--- src/rtl/mem_arbiter_pkg.sv ---
// Shared types and arbitration helper for the unified-memory arbiter.
// Port C is the multicycle CPU, port D the UART boot-loader/debug master.
package mem_arbiter_pkg;

  typedef enum logic [1:0] {
    ST_IDLE  = 2'd0,
    ST_ISSUE = 2'd1,
    ST_WAIT  = 2'd2,
    ST_DONE  = 2'd3
  } arb_state_e;

  typedef enum logic {
    PORT_C = 1'b0,
    PORT_D = 1'b1
  } arb_port_e;

  // Winner among the pending requesters; only meaningful when at least one requests.
  function automatic arb_port_e pick_winner(input logic      c_req,
                                            input logic      d_req,
                                            input arb_port_e last_grant,
                                            input logic      cpu_prio);
    if (c_req && d_req) begin
      if (cpu_prio) return PORT_C;
      return (last_grant == PORT_C) ? PORT_D : PORT_C;
    end
    if (d_req) return PORT_D;
    return PORT_C;
  endfunction

endpackage

--- src/rtl/mem_arbiter.sv ---
// Two-master arbiter in front of a single memory macro; one access in flight at a time.
// Round-robin on ties, or fixed CPU priority when CPU_PRIO=1.
module mem_arbiter
  import mem_arbiter_pkg::*;
#(
  parameter int unsigned ADDR_W   = 32,
  parameter int unsigned DATA_W   = 32,
  parameter int unsigned MEM_LAT  = 1,
  parameter int unsigned CPU_PRIO = 0
) (
  input  logic              clk,
  input  logic              rst,

  input  logic              c_req_i,
  input  logic              c_we_i,
  input  logic [ADDR_W-1:0] c_addr_i,
  input  logic [DATA_W-1:0] c_wdata_i,
  output logic [DATA_W-1:0] c_rdata_o,
  output logic              c_ack_o,

  input  logic              d_req_i,
  input  logic              d_we_i,
  input  logic [ADDR_W-1:0] d_addr_i,
  input  logic [DATA_W-1:0] d_wdata_i,
  output logic [DATA_W-1:0] d_rdata_o,
  output logic              d_ack_o,

  output logic              mem_en_o,
  output logic              mem_we_o,
  output logic [ADDR_W-1:0] mem_addr_o,
  output logic [DATA_W-1:0] mem_wdata_o,
  input  logic [DATA_W-1:0] mem_rdata_i,

  output logic              busy_o
);

  localparam int unsigned CNT_W = $clog2(MEM_LAT + 1);

  arb_state_e       state;
  arb_port_e        grant;
  arb_port_e        last_grant;
  arb_port_e        winner;
  logic [CNT_W-1:0] cnt;

  assign winner = pick_winner(c_req_i, d_req_i, last_grant, CPU_PRIO != 0);

  // NOTE: every register here is state updated on the clock edge, so only non-blocking
  // assignments are used; a blocking write would leak the new value into later reads.
  always_ff @(posedge clk) begin
    if (rst) begin
      // NOTE: the command and read-data registers are reset too, because the outputs
      // they drive must read 0 straight out of reset, not just the control state.
      state       <= ST_IDLE;
      grant       <= PORT_C;
      last_grant  <= PORT_D;
      cnt         <= '0;
      mem_en_o    <= 1'b0;
      mem_we_o    <= 1'b0;
      mem_addr_o  <= '0;
      mem_wdata_o <= '0;
      c_rdata_o   <= '0;
      d_rdata_o   <= '0;
      c_ack_o     <= 1'b0;
      d_ack_o     <= 1'b0;
      busy_o      <= 1'b0;
    end else begin
      mem_en_o <= 1'b0;
      c_ack_o  <= 1'b0;
      d_ack_o  <= 1'b0;

      unique case (state)
        ST_IDLE: begin
          if (c_req_i || d_req_i) begin
            grant      <= winner;
            last_grant <= winner;
            if (winner == PORT_D) begin
              mem_we_o    <= d_we_i;
              mem_addr_o  <= d_addr_i;
              mem_wdata_o <= d_wdata_i;
            end else begin
              mem_we_o    <= c_we_i;
              mem_addr_o  <= c_addr_i;
              mem_wdata_o <= c_wdata_i;
            end
            mem_en_o <= 1'b1;
            busy_o   <= 1'b1;
            state    <= ST_ISSUE;
          end
        end

        ST_ISSUE: begin
          if (mem_we_o) begin
            c_ack_o <= (grant == PORT_C);
            d_ack_o <= (grant == PORT_D);
            state   <= ST_DONE;
          end else begin
            cnt   <= CNT_W'(MEM_LAT - 1);
            state <= ST_WAIT;
          end
        end

        ST_WAIT: begin
          if (cnt == '0) begin
            // Only the granted port's read data moves; the other keeps its last value.
            if (grant == PORT_C) c_rdata_o <= mem_rdata_i;
            else                 d_rdata_o <= mem_rdata_i;
            c_ack_o <= (grant == PORT_C);
            d_ack_o <= (grant == PORT_D);
            state   <= ST_DONE;
          end else begin
            cnt <= cnt - CNT_W'(1);
          end
        end

        ST_DONE: begin
          busy_o <= 1'b0;
          state  <= ST_IDLE;
        end

        default: state <= ST_IDLE;
      endcase
    end
  end

endmodule

--- config.mk ---
export PLATFORM = sky130hd
export DESIGN_NAME = mem_arbiter
export DESIGN_NICKNAME = d
export VERILOG_FILES = /design/src/rtl/mem_arbiter_pkg.sv /design/src/rtl/mem_arbiter.sv
export SDC_FILE = /design/constraint.sdc
export NUM_CORES = 1
export LEC_CHECK = 0
export BUFFER_PORTS_ARGS = -buffer_cell sky130_fd_sc_hd__clkbuf_2
export CAP_MARGIN = 30
export CORE_ASPECT_RATIO = 0.6
export CORE_MARGIN = 4
export CORE_UTILIZATION = 40
export DETAILED_ROUTE_END_ITERATION = 16
export GPL_ROUTABILITY_DRIVEN = 0
export PLACE_DENSITY = 0.74
export SLEW_MARGIN = 20
export SYNTH_ARGS = -nofsm -noshare
export SYNTH_HDL_FRONTEND = slang
export SYNTH_SLANG_ARGS = --single-unit
--- constraint.sdc ---
create_clock -name clk -period 1.8 [get_ports clk]
set_clock_uncertainty 0.15 [all_clocks]
set_input_delay 0.18 -clock clk [delete_from_list [all_inputs] [get_ports clk]]
set_output_delay 0.18 -clock clk [all_outputs]
set_load 0.01 [all_outputs]
### After elaboration in Yosys (flattened, before gate mapping)

Cells that the tools add are included.

| storage, ports and cells | value |
|---|---|
| output and inout bits | 133 |
| register bits after elaboration | 138 |

| operators by class | value |
|---|---|
| reductions and logical operators | 12 |
| eq/ne operators | 6 |
| multiplexer cells | 27 |
| bitwise logic cells | 3 |
| add/sub/neg operators | 1 |

Operators by type and width:

| operator | number |
|---|---|
| 32-bit two-way mux | 2 |
| 1-bit two-way mux | 18 |
| 1-bit one-hot mux with 2 select lines | 4 |
| 2-bit one-hot mux with 4 select lines | 1 |
| 2-bit AND reduction | 4 |
| 2-bit != test (second input constant) | 3 |
| 3-bit AND reduction | 2 |
| 2-bit equality test (second input constant) | 2 |
| 2-bit two-way mux | 2 |
| 2-bit nonzero test | 2 |
| 1-bit NOT | 3 |
| 2-bit by 1-bit equality test with 1-bit output (second input constant) | 1 |
| 2-bit zero test | 1 |
| 2-bit OR reduction | 1 |
| 1-bit logical AND | 1 |
| 1-bit logical OR | 1 |
| 1-bit subtractor (second input constant) | 1 |

### Depth between registers and ports, before layout

| depth | value |
|---|---|
| depth in word-level cells | 6 |
| depth in mapped cells | 7 |
| depth with buffers taken out | 5 |

### Worst setup path after synthesis

Ideal clock, no wire load.

| timing path | value |
|---|---|
| path kind | register to register |
| from | register state[0] |
| to | register mem_addr_o[22] |
| path buffers | 2 |
| data arrival time | 1432 ps |
| path slack | 133 ps |
| setup time | 86 ps |
| stages on the path, launching flop included | 8 |
| period minus slack after synthesis | 1667 ps |
| data required time | 1564 ps |
| cells stage by stage | dfxtp_1 -> inv_1 -> ha_1 -> o21ai_2 -> buf_2 -> buf_2 -> a21oi_1 -> a211oi_1 |

| on the way | value |
|---|---|
| word-level cells in the longest chain between the ends | 2 |

RTL lines:

| element | line | text |
|---|---|---|
| from (decl) | mem_arbiter.sv:39 | `arb_state_e state;` |
| from (signal assigned) | mem_arbiter.sv:53 | `state <= ST_IDLE;` |
| from (signal assigned) | mem_arbiter.sv:87 | `state <= ST_ISSUE;` |
| from (signal assigned) | mem_arbiter.sv:95 | `state <= ST_DONE;` |
| 2-bit zero test | mem_arbiter.sv:71 | `unique case (state)` |
| 2-bit AND reduction (no source line) | - |  |
| to (signal assigned) | mem_arbiter.sv:78 | `mem_addr_o <= d_addr_i;` |
| to (signal assigned) | mem_arbiter.sv:82 | `mem_addr_o <= c_addr_i;` |
| to (decl) | mem_arbiter.sv:30 | `output logic [ADDR_W-1:0] mem_addr_o,` |

No other way between the ends.
A chain may end at the register's enable or synchronous reset.

### Final worst setup path

| timing path | value |
|---|---|
| from | register state[0] |
| to | register d_rdata_o[21] |

| on the way | value |
|---|---|
| word-level cells in the longest chain between the ends | 2 |

RTL lines:

| element | line | text |
|---|---|---|
| 2-bit equality test | mem_arbiter.sv:71 |  |
| 3-bit AND reduction (no source line) | - |  |
| to (signal assigned) | mem_arbiter.sv:106 | `else d_rdata_o <= mem_rdata_i;` |
| to (decl) | mem_arbiter.sv:25 | `output logic [DATA_W-1:0] d_rdata_o,` |

No other way between the ends.

==> summary.txt <==
Worst setup path
  – CP startpoint: state[0]
  – CP Max Fanout: 16
  – R2r startpoint: state[0]
  – Worst Path Arrival: 1800 ps
  – CP Data Required Time: 1900 ps
  – Type of the worst setup path: flip-flop to flip-flop
  – Crit path launch type: flip-flop
  – CP endpoint kind: flip-flop

Yosys
  – Mapped Area: 0.00536 mm2
  – Synth area leader: dfxtp_1
  – Synth cell types: 28
  – Warnings, synthesis: 0
  – Post-synth top area share: 51.1%
  – Post-Synthesis Net Count: 851
  – Seq cells post-synth: 137
  – Sequential area share after synthesis: 51.1%
  – Synth area leaders: dfxtp_1, nand2_1, a21oi_1, a211oi_1, nor2_1
  – Cells after Synth: 679
  – Avg Inst Size Synth: 7.90 um2

GRT
  – GRT Util Overall: 27.3%
  – Number of global-route vias before repair: 6,786
  – First-pass GRT wire length: 34.2 mm
  – Initial antenna violation count: 0
  – Largest net degree at the start of global routing: 59
  – Total grt overflow: 0

Pwr
  – Sw frac: 37.0%
  – Max IR drop VDD: 0.749 mV
  – Power Internal: 8.12 mW
  – NetSw: 4.76 mW
  – Gate power share: 40.1%
  – Reg power frac: 33.5%
  – Power Total: 12.9 mW
  – Pwr per Cell Area: 1360 mW/mm2
  – Leak: 4.33 nW
  – Clock Power Share: 26.4%

Timing
  – Max-slew headroom: 55.0%
  – Worst Max-Slew Pin Slew: 676 ps
  – Hold Fails Final Rpt: 0
  – Max-slew violation count: 0
  – Post-route minimum period: 1700 ps
  – Achievable frequency: 588 MHz
  – Tcrit/Tclk final: 94.5%
  – Final setup vio count: 0

Clock tree
  – CTS H-tree depth: 4
  – Clk slew on worst S/H paths: 60 ps
  – CTS tree: done
  – Clk_lat worst skew: 390 ps
  – TritonCTS Sinks: 137
  – TritonCTS Buffers: 17
  – Max Buffers Root-to-Sink: 2
  – Root Driver: clkbuf_16

Floorplanning
  – Core Rows: 32
  – Ports: 299
  – Die area: 0.0154 mm2
  – Core region area: 0.0130 mm2
  – Die width: 157 um
  – Die Y: 97.7 um
  – Starting Density: 41.3%

Min path
  – Hold Crit Class: input pin to flip-flop
  – Hold Path Origin: c_req_i

Job
  – Max Cap Viol: 0

Layout
  – Most frequent cells in the layout: clkbuf_2, nand2_1, dlygate4sd3_1
  – Antenna diode count: 0
  – Fillers: 934
  – Utilization after layout: 72.8%
  – Layout cells sized above 1: 32.1%
  – Most common cell after layout, fill and taps aside: clkbuf_2
  – Nets: 1,300
  – P&R area growth vs syn: 76.1%

Drt
  – DRC: 0
  – DRT antenna net count: 0
  – Initial DRC Count: 485
  – Pre-antenna DRT Iters: 6
  – Wire per inst: 17.0 um
  – Vias: 6,867
  – Via density: 5.24
  – Total Routed Length: 22.2 mm

Place
  – DP Wirelength: 12.7 mm
  – Port Buffers: 298

Status
  – Outcome: complete, no violations
## power by group through the flow
stage               Clock, mW  Combinational (mW)  Sequential, mW
floorplan                   0                2.28            4.64
global placement            0                4.48            4.31
detailed placement          0                4.53            4.32
CTS                      3.46                4.84            4.26
global route             3.58                5.65            4.39
finish                   3.40                5.17            4.31
## repair_timing
action                     CTS  global route
cloned                       0             2
setup endpoints to repair   10            63
hold buffers               162             0
hold endpoints to repair   129             0
setup buffers                0             2
resized for setup            1             7
## path summary, 6_finish.rpt
| check | to | slack (ps) | cells after the start |
|---|---|---|---|
| setup / recovery | d_rdata_o[21] | 100 | 7 |
| hold / removal | last_grant | 150 | 3 |
| setup reg to reg | d_rdata_o[21] | 100 | 7 |
| hold reg to reg | d_rdata_o[11] | 300 | 2 |
## cells in the mapped netlist
library cell	number
o21ai_0	1
nor2_1	69
a221oi_1	1
nand2b_1	1
or3b_1	1
a21oi_1	131
nor4bb_1	1
mux2i_1	1
nand2_1	194
buf_1	1
clkbuf_1	31
nor2b_1	1
dfxtp_1	137
o21a_1	1
a22oi_1	1
a21bo_1	1
a21boi_2	1
and2_1	1
inv_1	2
nor4b_1	1
buf_4	5
o21ai_2	1
a211oi_1	67
a31oi_1	1
ha_1	6
buf_6	1
buf_2	19
or2_2	1
## metrics by stage
stage          cells  setup TNS, ps  setup WS, ps  hold WS (ps)  area (um2)
3_5_place_dp    1113          -10.7         -10.1           264        7150
4_1_cts         1306              0          14.4           121        9350
6_report        1310              0          99.6           149        9450
5_1_grt         1310          -1.48         -1.48           158        9450
2_1_floorplan    679              0           133           166        5360
3_3_place_gp    1113              0          61.4           263        7150
## critical path: stages (launching register included)
cell and delay, ps:
dfxtp_2 370, inv_1 90, buf_4 160, ha_2 210
and2_2 250, clkbuf_16 200, nand2_1 70, a21oi_1 50
## flip-flops by register name, indices dropped and copies added (netlist names)
name,cells
c_rdata_o,32
d_rdata_o,32
mem_addr_o,32
mem_wdata_o,32
state,2
busy_o,1
c_ack_o,1
d_ack_o,1
grant,1
last_grant,1
mem_en_o,1
mem_we_o,1
## per-layer routing
| metal | vias to the layer above | share of wire, % | GRT usage (%) |
|---|---|---|---|
| met5 | - | 0 | 0 |
| met4 | 0 | 4.1 | 13.0 |
| met3 | 92 | 10 | 7.88 |
| met2 | 442 | 47 | 45.5 |
| met1 | 3144 | 38 | 32.3 |
| li1 | 3189 | - | - |
## cell families after synthesis
kind of cell	count (synthesis)	share of synthesized area, %
compound gates	206	22.8
flops	137	51.1
simple gates	270	19.4
buf+inv	59	5.06
fa+ha+maj	6	1.40
mux	1	0.187
## area by class of cell
class	count	area (um2)	area share, %
tap	170	213	2.25
multi-input combinational	483	2400	25.4
clock inverter	13	148	1.56
clock buffer	18	429	4.54
inverter	2	7.51	0.0795
timing repair buffer	487	3500	37.1
sequential	137	2740	29.1
Power figures use the tool's default switching activity.
